## src/rtl/osc_pkg.sv

```systemverilog
`default_nettype none
// ============================================================================
//  Module      : osc_pkg
//  Description : Shared types and helpers for the multi-channel oscillator.
//  Revision    : 1.0  initial release
// ============================================================================
package osc_pkg;

    // Waveform select encoding, matches the cfg_sel bus field
    typedef enum logic [1:0] {
        SINE  = 2'b00,
        SAW   = 2'b01,
        PULSE = 2'b10,
        TRI   = 2'b11
    } wave_sel_t;

    // Sequencer states
    typedef enum logic [0:0] {
        IDLE = 1'b0,
        RUN  = 1'b1
    } osc_state_t;

    // Full-scale magnitude M = 2^(out_w-1)
    function automatic longint osc_m(input int out_w);
        return longint'(1) << (out_w - 1);
    endfunction

    // Quarter-scale magnitude Q = 2^(out_w-2), used by the triangle
    function automatic longint osc_q(input int out_w);
        return longint'(1) << (out_w - 2);
    endfunction

    // Channel index width, kept at least one bit for a single channel
    function automatic int ch_width(input int n);
        return (n > 1) ? $clog2(n) : 1;
    endfunction

endpackage
`default_nettype wire

```

## src/rtl/multi_wave_osc_if.sv

```systemverilog
`default_nettype none
// ============================================================================
//  Module      : multi_wave_osc_if
//  Description : Tick, configuration, sine LUT and sample-output bundle.
//  Revision    : 1.0  initial release
// ============================================================================
interface multi_wave_osc_if #(
    parameter int NUM_CH  = 4,
    parameter int PHASE_W = 24,
    parameter int IDX_W   = 12,
    parameter int OUT_W   = 24
);
    localparam int c_ch_w = osc_pkg::ch_width(NUM_CH);

    logic                     sample_tick;
    logic                     cfg_we;
    logic [c_ch_w-1:0]        cfg_ch;
    logic [PHASE_W-1:0]       cfg_incr;
    logic [1:0]               cfg_sel;
    logic [IDX_W-1:0]         cfg_duty;
    logic                     cfg_sync;
    logic [IDX_W-1:0]         sine_addr;
    logic signed [OUT_W-1:0]  sine_data;
    logic                     out_valid;
    logic [c_ch_w-1:0]        out_ch;
    logic signed [OUT_W-1:0]  out_sample;
    logic                     busy;
    logic                     overrun;

    // Oscillator side
    modport slave (
        input  sample_tick, cfg_we, cfg_ch, cfg_incr, cfg_sel, cfg_duty,
               cfg_sync, sine_data,
        output sine_addr, out_valid, out_ch, out_sample, busy, overrun
    );

    // Controller / environment side
    modport master (
        output sample_tick, cfg_we, cfg_ch, cfg_incr, cfg_sel, cfg_duty,
               cfg_sync, sine_data,
        input  sine_addr, out_valid, out_ch, out_sample, busy, overrun
    );

endinterface
`default_nettype wire

```

## src/rtl/osc_shape.sv

```systemverilog
`default_nettype none
// ============================================================================
//  Module      : osc_shape
//  Description : Combinational waveform former: idx/sel/duty/sine -> sample.
//  Revision    : 1.0  initial release
// ============================================================================
module osc_shape
    import osc_pkg::*;
#(
    parameter int IDX_W = 12,
    parameter int OUT_W = 24
) (
    input  logic [IDX_W-1:0]        i_idx,
    input  wave_sel_t               i_sel,
    input  logic [IDX_W-1:0]        i_duty,
    input  logic signed [OUT_W-1:0] i_sine,
    output logic signed [OUT_W-1:0] o_sample
);

    // M as a bit pattern doubles as -M in two's complement
    localparam logic [OUT_W-1:0] c_m     = OUT_W'(osc_m(OUT_W));
    localparam logic [OUT_W-1:0] c_m_m1  = OUT_W'(osc_m(OUT_W) - 1);
    localparam logic [OUT_W-1:0] c_q     = OUT_W'(osc_q(OUT_W));

    logic [OUT_W-1:0] w_saw_u;
    logic [OUT_W-1:0] w_tri_r;

    // idx placed just below the sign bit gives the unsigned ramp
    assign w_saw_u = OUT_W'(i_idx) << (OUT_W - 1 - IDX_W);
    // idx without its MSB, left-aligned one bit lower: ramp over half a period
    assign w_tri_r = OUT_W'(i_idx[IDX_W-2:0]) << (OUT_W - IDX_W);

    // Select the waveform; all arithmetic wraps at OUT_W bits
    always_comb begin
        o_sample = '0;
        case (i_sel)
            SINE:  o_sample = i_sine;
            SAW:   o_sample = $signed(w_saw_u - c_m);
            PULSE: o_sample = (i_idx < i_duty) ? $signed(c_m_m1) : $signed(c_m);
            TRI:   o_sample = i_idx[IDX_W-1] ? $signed(c_q - w_tri_r)
                                             : $signed(w_tri_r - c_q);
        endcase
    end

endmodule
`default_nettype wire

```

## src/rtl/multi_wave_osc.sv

```systemverilog
`default_nettype none
// ============================================================================
//  Module      : multi_wave_osc
//  Description : Time-multiplexed multi-channel oscillator (sine via external
//                LUT, saw/pulse/triangle internal) with wrap-deferred
//                waveform changes.
//  Revision    : 1.0  initial release
// ============================================================================
module multi_wave_osc
    import osc_pkg::*;
#(
    parameter int NUM_CH  = 4,
    parameter int PHASE_W = 24,
    parameter int IDX_W   = 12,
    parameter int OUT_W   = 24
) (
    input  logic           clk,
    input  logic           rst_n,
    multi_wave_osc_if.slave bus
);

    localparam int                  c_ch_w     = ch_width(NUM_CH);
    localparam logic [c_ch_w-1:0]   c_last_ch  = c_ch_w'(NUM_CH - 1);
    localparam logic [IDX_W-1:0]    c_duty_rst = {1'b1, {(IDX_W-1){1'b0}}};

    // ---------------- per-channel state ----------------
    logic [PHASE_W-1:0] r_phase    [NUM_CH];
    logic [PHASE_W-1:0] r_incr     [NUM_CH];
    wave_sel_t          r_sel_act  [NUM_CH];
    wave_sel_t          r_sel_shd  [NUM_CH];
    logic [IDX_W-1:0]   r_duty_act [NUM_CH];
    logic [IDX_W-1:0]   r_duty_shd [NUM_CH];

    // ---------------- sequencer ----------------
    osc_state_t         r_state;
    osc_state_t         w_state_nxt;
    logic [c_ch_w-1:0]  r_cnt;
    logic               r_issuing;
    logic               w_issue;
    logic               w_start;
    logic               w_set_ovr;
    logic [c_ch_w-1:0]  w_issue_ch;
    logic               r_overrun;

    // ---------------- pipeline ----------------
    logic [PHASE_W:0]        w_sum;
    logic [IDX_W-1:0]        w_idx;
    logic                    w_cfg_hit;
    logic [IDX_W-1:0]        r_sine_addr;
    logic                    r_s1_valid;
    logic [c_ch_w-1:0]       r_s1_ch;
    logic [IDX_W-1:0]        r_s1_idx;
    wave_sel_t               r_s1_sel;
    logic [IDX_W-1:0]        r_s1_duty;
    logic                    r_s2_valid;
    logic [c_ch_w-1:0]       r_s2_ch;
    logic [IDX_W-1:0]        r_s2_idx;
    wave_sel_t               r_s2_sel;
    logic [IDX_W-1:0]        r_s2_duty;
    logic signed [OUT_W-1:0] w_shape;
    logic                    r_out_valid;
    logic [c_ch_w-1:0]       r_out_ch;
    logic signed [OUT_W-1:0] r_out_sample;

    // Phase read and advance for the channel being issued
    assign w_idx     = r_phase[w_issue_ch][PHASE_W-1 -: IDX_W];
    assign w_sum     = {1'b0, r_phase[w_issue_ch]} + {1'b0, r_incr[w_issue_ch]};
    assign w_cfg_hit = bus.cfg_we && (int'(bus.cfg_ch) < NUM_CH);

    // State register
    always_ff @(posedge clk or negedge rst_n) begin
        if (!rst_n) r_state <= IDLE;
        else        r_state <= w_state_nxt;
    end

    // Next state and issue control; the tick itself issues channel 0
    always_comb begin
        w_state_nxt = r_state;
        w_issue     = 1'b0;
        w_issue_ch  = r_cnt;
        w_start     = 1'b0;
        w_set_ovr   = 1'b0;
        case (r_state)
            IDLE: begin
                if (bus.sample_tick) begin
                    w_state_nxt = RUN;
                    w_start     = 1'b1;
                    w_issue     = 1'b1;
                    w_issue_ch  = '0;
                end
            end
            RUN: begin
                w_issue   = r_issuing;
                w_set_ovr = bus.sample_tick;
                if (r_out_valid && (r_out_ch == c_last_ch))
                    w_state_nxt = IDLE;
            end
            default: w_state_nxt = IDLE;
        endcase
    end

    // Channel counter: next channel to issue after channel 0
    always_ff @(posedge clk or negedge rst_n) begin
        if (!rst_n) begin
            r_cnt     <= '0;
            r_issuing <= 1'b0;
        end else if (w_start) begin
            r_cnt     <= (NUM_CH > 1) ? c_ch_w'(1) : '0;
            r_issuing <= (NUM_CH > 1);
        end else if (w_issue) begin
            if (r_cnt == c_last_ch) r_issuing <= 1'b0;
            else                    r_cnt     <= r_cnt + c_ch_w'(1);
        end
    end

    // Sticky overrun on a tick arriving mid-sequence
    always_ff @(posedge clk or negedge rst_n) begin
        if (!rst_n)         r_overrun <= 1'b0;
        else if (w_set_ovr) r_overrun <= 1'b1;
    end

    // Per-channel state; a config write is ordered after the advance so it wins
    always_ff @(posedge clk or negedge rst_n) begin
        if (!rst_n) begin
            for (int i = 0; i < NUM_CH; i++) begin
                r_phase[i]    <= '0;
                r_incr[i]     <= '0;
                r_sel_act[i]  <= SINE;
                r_sel_shd[i]  <= SINE;
                r_duty_act[i] <= c_duty_rst;
                r_duty_shd[i] <= c_duty_rst;
            end
        end else begin
            for (int i = 0; i < NUM_CH; i++) begin
                if (w_issue && (int'(w_issue_ch) == i)) begin
                    r_phase[i] <= w_sum[PHASE_W-1:0];
                    if (w_sum[PHASE_W]) begin
                        r_sel_act[i]  <= r_sel_shd[i];
                        r_duty_act[i] <= r_duty_shd[i];
                    end
                end
                if (w_cfg_hit && (int'(bus.cfg_ch) == i)) begin
                    r_incr[i]     <= bus.cfg_incr;
                    r_sel_shd[i]  <= wave_sel_t'(bus.cfg_sel);
                    r_duty_shd[i] <= bus.cfg_duty;
                    if (bus.cfg_sync) begin
                        r_phase[i]    <= '0;
                        r_sel_act[i]  <= wave_sel_t'(bus.cfg_sel);
                        r_duty_act[i] <= bus.cfg_duty;
                    end
                end
            end
        end
    end

    // Issue stage: LUT address plus the pre-advance active settings
    always_ff @(posedge clk or negedge rst_n) begin
        if (!rst_n) begin
            r_s1_valid  <= 1'b0;
            r_sine_addr <= '0;
            r_s1_ch     <= '0;
            r_s1_idx    <= '0;
            r_s1_sel    <= SINE;
            r_s1_duty   <= '0;
        end else begin
            r_s1_valid <= w_issue;
            if (w_issue) begin
                r_sine_addr <= w_idx;
                r_s1_ch     <= w_issue_ch;
                r_s1_idx    <= w_idx;
                r_s1_sel    <= r_sel_act[w_issue_ch];
                r_s1_duty   <= r_duty_act[w_issue_ch];
            end
        end
    end

    // Wait stage covering the LUT's one-cycle read latency
    always_ff @(posedge clk or negedge rst_n) begin
        if (!rst_n) begin
            r_s2_valid <= 1'b0;
            r_s2_ch    <= '0;
            r_s2_idx   <= '0;
            r_s2_sel   <= SINE;
            r_s2_duty  <= '0;
        end else begin
            r_s2_valid <= r_s1_valid;
            r_s2_ch    <= r_s1_ch;
            r_s2_idx   <= r_s1_idx;
            r_s2_sel   <= r_s1_sel;
            r_s2_duty  <= r_s1_duty;
        end
    end

    osc_shape #(
        .IDX_W (IDX_W),
        .OUT_W (OUT_W)
    ) u_shape (
        .i_idx    (r_s2_idx),
        .i_sel    (r_s2_sel),
        .i_duty   (r_s2_duty),
        .i_sine   (bus.sine_data),
        .o_sample (w_shape)
    );

    // Output register; sample and channel hold between strobes
    always_ff @(posedge clk or negedge rst_n) begin
        if (!rst_n) begin
            r_out_valid  <= 1'b0;
            r_out_ch     <= '0;
            r_out_sample <= '0;
        end else begin
            r_out_valid <= r_s2_valid;
            if (r_s2_valid) begin
                r_out_ch     <= r_s2_ch;
                r_out_sample <= w_shape;
            end
        end
    end

    assign bus.sine_addr  = r_sine_addr;
    assign bus.out_valid  = r_out_valid;
    assign bus.out_ch     = r_out_ch;
    assign bus.out_sample = r_out_sample;
    assign bus.busy       = (r_state == RUN);
    assign bus.overrun    = r_overrun;

endmodule
`default_nettype wire

```

## src/flat_wrapper.sv

```systemverilog
// flat-port wrapper written by rule: the top's interface ports become plain ports
module multi_wave_osc_flat import osc_pkg::*;
#(
    parameter int NUM_CH  = 4,
    parameter int PHASE_W = 24,
    parameter int IDX_W   = 12,
    parameter int OUT_W   = 24
)
  (clk, rst_n, bus_sample_tick, bus_cfg_we, bus_cfg_ch, bus_cfg_incr, bus_cfg_sel, bus_cfg_duty, bus_cfg_sync, bus_sine_data, bus_sine_addr, bus_out_valid, bus_out_ch, bus_out_sample, bus_busy, bus_overrun);
  multi_wave_osc_if #(.NUM_CH(NUM_CH), .PHASE_W(PHASE_W), .IDX_W(IDX_W), .OUT_W(OUT_W)) bus_i ();
  input  logic clk;
  input  logic rst_n;
  input wire logic [$bits(bus_i.sample_tick)-1:0] bus_sample_tick;
  input wire logic [$bits(bus_i.cfg_we)-1:0] bus_cfg_we;
  input wire logic [$bits(bus_i.cfg_ch)-1:0] bus_cfg_ch;
  input wire logic [$bits(bus_i.cfg_incr)-1:0] bus_cfg_incr;
  input wire logic [$bits(bus_i.cfg_sel)-1:0] bus_cfg_sel;
  input wire logic [$bits(bus_i.cfg_duty)-1:0] bus_cfg_duty;
  input wire logic [$bits(bus_i.cfg_sync)-1:0] bus_cfg_sync;
  input wire logic [$bits(bus_i.sine_data)-1:0] bus_sine_data;
  output wire logic [$bits(bus_i.sine_addr)-1:0] bus_sine_addr;
  output wire logic [$bits(bus_i.out_valid)-1:0] bus_out_valid;
  output wire logic [$bits(bus_i.out_ch)-1:0] bus_out_ch;
  output wire logic [$bits(bus_i.out_sample)-1:0] bus_out_sample;
  output wire logic [$bits(bus_i.busy)-1:0] bus_busy;
  output wire logic [$bits(bus_i.overrun)-1:0] bus_overrun;
  assign bus_i.sample_tick = bus_sample_tick;
  assign bus_i.cfg_we = bus_cfg_we;
  assign bus_i.cfg_ch = bus_cfg_ch;
  assign bus_i.cfg_incr = bus_cfg_incr;
  assign bus_i.cfg_sel = bus_cfg_sel;
  assign bus_i.cfg_duty = bus_cfg_duty;
  assign bus_i.cfg_sync = bus_cfg_sync;
  assign bus_i.sine_data = bus_sine_data;
  assign bus_sine_addr = bus_i.sine_addr;
  assign bus_out_valid = bus_i.out_valid;
  assign bus_out_ch = bus_i.out_ch;
  assign bus_out_sample = bus_i.out_sample;
  assign bus_busy = bus_i.busy;
  assign bus_overrun = bus_i.overrun;
  multi_wave_osc #(.NUM_CH(NUM_CH), .PHASE_W(PHASE_W), .IDX_W(IDX_W), .OUT_W(OUT_W)) u_core (.clk(clk), .rst_n(rst_n), .bus(bus_i));
endmodule
```

## config.mk

```make
export PLATFORM = sky130hd
export DESIGN_NAME = multi_wave_osc_flat
export DESIGN_NICKNAME = d
export VERILOG_FILES = /design/src/rtl/osc_pkg.sv /design/src/rtl/multi_wave_osc_if.sv /design/src/rtl/osc_shape.sv /design/src/rtl/multi_wave_osc.sv /design/src/flat_wrapper.sv
export SDC_FILE = /design/constraint.sdc
export NUM_CORES = 1
export LEC_CHECK = 0
export ABC_AREA = 1
export BUFFER_PORTS_ARGS = -buffer_cell sky130_fd_sc_hd__buf_2
export CORE_MARGIN = 2
export CORE_UTILIZATION = 40
export DETAILED_ROUTE_END_ITERATION = 12
export SLEW_MARGIN = 20
export SYNTH_ARGS = -nofsm -noshare
export SYNTH_HDL_FRONTEND = slang
export SYNTH_SLANG_ARGS = --single-unit
```

## constraint.sdc

```tcl
create_clock -name clk -period 8.3 [get_ports clk]
set_input_delay 0.83 -clock clk [delete_from_list [all_inputs] [get_ports clk]]
set_output_delay 0.83 -clock clk [all_outputs]
set_load 0.03 [all_outputs]
```

Word-level counts from Yosys, hierarchy flattened. Cells that the tools add are included.

Memory bits (writable): 0. Input bits: 69. Bits in latches: 0. Memory bits (read-only): 0. Memories: 0. Flip-flop bits (word level): 394.

Order comparisons: 2. Reduce and logical (&&, ||, !) cells: 16. Shift-type cells: 0. Muxes and demuxes: 73. Equality and inequality tests: 12. Multiply operators: 0. Bitwise gates (word level): 2. Div/mod/pow operators: 0. $add $sub $neg: 5.

Operators with widths (number): two-way mux 24 bit (18); two-way mux 12 bit (18); binary-select mux 24 bit (select 2 bit) (2); one-hot mux 24 bit (4 select lines) (1); two-way mux 2 bit (23); adder 24 x 24 -> 25 bit (1); binary-select mux 12 bit (select 2 bit) (1); subtractor 23 x 23 -> 24 bit (first input constant) (1); subtractor 23 x 23 -> 24 bit (second input constant) (1); subtractor 23 x 24 -> 24 bit (second input constant) (1); == test 2 bit (second input constant) (8); less-than comparator 12 bit (1); logical AND 1 bit (9); two-way mux 1 bit (7); == test 2 x 1 -> 1 bit (second input constant) (3); logical NOT 2 bit (3); binary-select mux 2 bit (select 2 bit) (1); one-hot mux 1 bit (2 select lines) (2); AND reduction 2 bit (2); nonzero test 2 bit (2); >= comparator 3 bit (second input constant) (1); NOT 2 -> 3 bit (1); adder 2 x 1 -> 2 bit (second input constant) (1); inequality test 2 x 1 -> 1 bit (second input constant) (1); NOT 1 bit (1).

Logic depth before layout (Yosys ltp).
Word-level depth: 11. Mapped depth: 25. Gate-level depth less buffers: 22.

Modules after synthesis. Synthesis repeated with hierarchy kept, for this count alone.

Cell total of the unflattened synthesis: 2410. Area total of the unflattened synthesis: 19670.1 um2.

By module, submodules not included: multi_wave_osc (instances 1, sequential area each 9869.5 um2, cells each 2208, area each 18710.4 um2); osc_shape (instances 1, sequential area each 0.0 um2, cells each 202, area each 959.7 um2).

Worst setup path before layout. Ideal clock, no wire load.

Path type: input-to-reg. From: input bus_sample_tick. To: register u_core.r_duty_act[24] (netlist name). Path slack: 4.654 ns. Path buffers: 2. Arrival time: 3.529 ns. Stages on the path: 22. Cells stage by stage: inv_1 nor2_4 nor2_8 nor2_8 inv_2 buf_2 o22ai_1 a221oi_1 ha_1 inv_1 fa_1 inv_1 nand2_1 nand2_1 nand3b_1 nand2_1 nand2_1 nand3_2 clkbuf_1 a21boi_0 nor2_1 nor2_1.

Longest elaborated chain between the ends: 11. Elaborated cells on any way between the ends: 18.

Ends and longest elaborated chain: start: declaration (line flat_wrapper.sv:13) `input wire logic [$bits(bus_i.sample_tick)-1:0] bus_sample_tick;`; two-way mux 2 bit (line multi_wave_osc.sv:85) `if (bus.sample_tick) begin`; two-way mux 2 bit (line multi_wave_osc.sv:83) `case (r_state)`; NOT 2 -> 3 bit (not written as such) (line multi_wave_osc.sv:67) `assign w_sum = {1'b0, r_phase[w_issue_ch]} + {1'b0, r_incr[w_issue_ch]};`; binary-select mux 24 bit (select 2 bit) (line multi_wave_osc.sv:67); two-way mux 24 bit (not written as such) (2 in a row) (line multi_wave_osc.sv:67); adder 24 x 24 -> 25 bit (line multi_wave_osc.sv:67); two-way mux 12 bit (line multi_wave_osc.sv:137) `if (w_sum[PHASE_W]) begin`; two-way mux 12 bit (*) (line multi_wave_osc.sv:135) `if (w_issue && (int'(w_issue_ch) == i)) begin`; two-way mux 12 bit (line multi_wave_osc.sv:146) `if (bus.cfg_sync) begin`; two-way mux 12 bit (*) (line multi_wave_osc.sv:142) `if (w_cfg_hit && (int'(bus.cfg_ch) == i)) begin`; end signal: indexed assignment (line multi_wave_osc.sv:130) `r_duty_act[i] <= c_duty_rst;`; end signal: indexed assignment (line multi_wave_osc.sv:139) `r_duty_act[i] <= r_duty_shd[i];`; end signal: indexed assignment (line multi_wave_osc.sv:149) `r_duty_act[i] <= bus.cfg_duty;`; end: declaration (line multi_wave_osc.sv:31) `logic [IDX_W-1:0] r_duty_act [NUM_CH];`.

Mark *: on every way between the ends. The rest lies on a longest branch, timed or not. The select of a mux whose other input is x is not followed. A chain may end at the register's enable or synchronous reset.

Worst setup path in the final report.
From: register u_core.r_state (netlist: u_core.bus.busy). To: register u_core.r_duty_act[31] (netlist name).

Longest elaborated chain between the ends: 10. Elaborated cells on any way between the ends: 17.

Ends and longest elaborated chain: start: declaration (line multi_wave_osc.sv:35) `osc_state_t r_state;`; start signal: assignment (line multi_wave_osc.sv:73) `else r_state <= w_state_nxt;`; two-way mux 2 bit (line multi_wave_osc.sv:83); NOT 2 -> 3 bit (not written as such) (line multi_wave_osc.sv:67); binary-select mux 24 bit (select 2 bit) (line multi_wave_osc.sv:67); two-way mux 24 bit (not written as such) (2 in a row) (line multi_wave_osc.sv:67); adder 24 x 24 -> 25 bit (line multi_wave_osc.sv:67); two-way mux 12 bit (line multi_wave_osc.sv:137); two-way mux 12 bit (*) (line multi_wave_osc.sv:135); two-way mux 12 bit (line multi_wave_osc.sv:146); two-way mux 12 bit (*) (line multi_wave_osc.sv:142).

Marked as above.

==> results.cfg <==
[drt]
first_pass_iters = 7
vias = 16795
wl_per_cell_um = 18.7
drc = 0
drtAntennaViolNets = 0
first_iter_violations = 1759
routed_wl_mm = 58.7
via_per_inst = 5.36

[cts]
clock_latency_ns = 0.58
clkSlewWorstSetupHoldPaths_ns = 0.06
clockBufferDepth = 3
h-tree-depth = 2
cts_tree = built
ctsResizeCount = 0
numCtsBuffers = 43
postCtsHoldBufs = 0
cts.sinks = 394
postCtsSetupBuffers = 0
cts_root_buffer = clkbuf_16

[synthesis]
yosysWarnings = 0
synth_top_area_share_pct = 49.3
synth_seq_cells = 394
async_flop_share_pct = 100
syn_inst = 2429
synth_top_area_cell = dfrtp_1
ys_types = 49
synth-edff-count = 0
syn-num-nets = 2536
syn_area_per_cell_um2 = 8.06
synth_area_mm2 = 0.0196
synth_ff_type = dfrtp_1
yosys-top-cells-area = dfrtp_1 (49%), nand2_1 (11%), o21ai_0 (6.0%)
ys_seq_area_share_pct = 50.4

[timing]
finClkSkew_ns = 0.0192
rsz0062_at_grt = false
setup_viol = 0
hold_viol = 0
fin_crit_sh_pct = 66.1
min_period_ns = 5.49
tightest_slew_ns = 1.13
fmax_mhz = 182
slew_violations = 0
relSlewSlack_pct = 24.9
tns_ns = 0

[die]
fp-row-count = 81
ioPinCount = 110
initial_core_util_pct = 40.2
dieArea_mm2 = 0.0507
core_area_mm2 = 0.0486
die_width_um = 225
die_y_um = 225

[setup_path]
slowest_stage = buf_4
cp_cell_sequence = nor2_4, nor2_8, nand2_4, inv_2, a221oi_1, ha_1, inv_1, fa_1, inv_1, nand2_1, nand2_1, nand3b_1, nand2_1, nand2_1, nand3_2, buf_4, nand2_1, nand2_1, nand3_1, nand2_1, inv_1
r2r-end = u_core.r_duty_act[31]
cp_max_fo = 74
critical_path_class = flop to flop
r2r_slack_ns = 2.81
crit_required_ns = 8.77
critPathCaptureType = flop
r2r_cells = 21
startpoint_type = flop
crit_top_cell = nand2_1
reg2reg_from = u_core.bus.busy
cp_num_buf_inv = 5
worstPathArrival_ns = 5.96
max_stage_delay_ns = 0.70
crit_family = simple AND/OR/NAND/NOR gates
cp_num_cells = 21

[global_route]
grt_pass1_wl_mm = 92.7
grt_pass1_vias = 16232
grt_antenna_before_repair = 0
grt_usage_pct = 23.4
grt_max_degree = 163
grt_overflow = 0

[placement]
gp_congestion = 0.943
placed_area_mm2 = 0.0204
port_buffers = 109
dp_hpwl_mm = 37.5

[finish]
layout-drive-gt1-share_pct = 9.80
design_area_mm2 = 0.0220
antenna-diode-count = 0
nets = 2583
syn_to_final_growth_pct = 12.3

[hold_path]
hp-class = input port to async pin

[status]
outcome = complete, no violations

[job]
cap_violations = 0
==> cell usage in the layout (no fill, tap or decap), types with 5 or more instances in the layout <==
| master | count |
|---|---|
| nand4_1 | 8 |
| clkbuf_8 | 10 |
| nor2_1 | 248 |
| o211ai_1 | 14 |
| inv_1 | 286 |
| a21boi_0 | 30 |
| clkbuf_1 | 8 |
| o221ai_1 | 5 |
| buf_4 | 14 |
| nand2_1 | 567 |
| a41oi_1 | 12 |
| o22ai_1 | 70 |
| inv_2 | 16 |
| clkbuf_16 | 45 |
| ha_1 | 37 |
| a21boi_1 | 5 |
| a21oi_1 | 88 |
| nand3_1 | 161 |
| bufinv_16 | 5 |
| o21ai_0 | 233 |
| a221oi_1 | 8 |
| buf_2 | 108 |
| dfrtp_1 | 386 |
| clkinv_2 | 8 |
| dfstp_2 | 8 |
| a22oi_1 | 24 |
| o21a_1 | 27 |
| nor3_1 | 11 |
==> registers in the layout, summed over array words and instances, names as in the netlist, 2 cells and up <==
name and flops:
u_core.bus.sine_addr 12, u_core.r_cnt 2, u_core.r_duty_shd 48, u_core.r_s1_sel 2, u_core.r_duty_act 48, u_core.r_phase 96, u_core.bus.out_ch 2, u_core.r_s2_sel 2
u_core.r_sel_shd 8, u_core.r_sel_act 8, u_core.r_s2_idx 12, u_core.r_s1_ch 2, u_core.r_s2_ch 2, u_core.r_incr 96, u_core.bus.out_sample 24, u_core.r_s1_duty 12
u_core.r_s2_duty 12
==> cells in the mapped netlist, drive strengths merged, types with 2 or more instances <==
cell type / number
nand2: 573
dfrtp: 386
inv: 305
nor2: 258
o21ai: 237
nand3: 162
a21oi: 88
o22ai: 70
buf: 65
clkbuf: 58
ha: 37
a21boi: 35
o21a: 27
a22oi: 24
o211ai: 14
a41oi: 12
nor3: 11
a221oi: 8
dfstp: 8
nand4: 8
o221ai: 7
a21o: 4
a31oi: 4
o21bai: 4
or2: 4
xnor2: 4
a211oi: 3
nand3b: 3
xor2: 3
and2: 2
==> per-layer routing <==
| layer | vias up | routed length, um | track usage (%) |
|---|---|---|---|
| met2 | 588 | 25100 | 34.9 |
| met3 | 79 | 4700 | 5.16 |
| li1 | 7999 | - | - |
| met4 | 0 | 1220 | 6.37 |
| met5 | - | 0 | 0 |
| met1 | 8129 | 27600 | 34.4 |
==> worst register-to-register path, delay by kind of cell (launching register included) <==
family / cells / cell delay, ns
buffers and inverters: 5 / 1.46
adder cells (fa/ha/maj): 2 / 0.73
AO/OA/AOI/OAI: 1 / 0.44
flip-flops: 1 / 0.45
AND/OR/NAND/NOR: 13 / 2.28
==> kinds of logic (layout without fill, tap and decap cells) <==
logic type,count (synthesis),count (layout),share of synthesized area (%)
AND/OR/NAND/NOR,1023,1023,21.6
flip-flops,394,394,50.4
buffers and inverters,429,510,9.00
adder cells (fa/ha/maj),38,38,2.47
AO/OA/AOI/OAI,538,538,16.2
XOR/XNOR,7,7,0.313
==> worst max-delay path by stage <==
| stage | slack (ns) | start | to |
|---|---|---|---|
| after global placement | 2.53 | bus_sample_tick | u_core.r_duty_act[41] |
| after CTS | 2.88 | u_core.bus.busy | u_core.r_duty_act[45] |
| after detailed placement | 2.41 | bus_sample_tick | u_core.r_duty_act[37] |
| final | 2.81 | u_core.bus.busy | u_core.r_duty_act[31] |
| after floorplan | 4.65 | bus_sample_tick | u_core.r_duty_act[24] |
| after global routing | 2.39 | u_core.r_cnt[0] | u_core.r_duty_act[37] |
==> area by class of cell <==
cell class	instances	area, um2
fillers	4784	26700
well taps	622	778
multi-input cells	1606	7950
flip-flops and latches	394	9870
inverters	306	1160
repair buffers	125	708
clock buffers	63	1290
clock inverters	16	228
==> per-stage QoR <==
stage | util, % | instances | worst slack (ns) | hold slack (ns)
6_report | 45.2 | 3132 | 2.81 | 0.216
5_1_grt | 45.2 | 3132 | 2.39 | 0.263
4_1_cts | 45.1 | 3131 | 2.88 | 0.258
3_5_place_dp | 42.0 | 3052 | 2.41 | 0.341
3_3_place_gp | 42.0 | 3052 | 2.53 | 0.334
2_1_floorplan | - | 2429 | 4.65 | 0.331
Power is not shown: default switching activity piles up to over one toggle a cycle in this logic, so the estimate is an artifact.
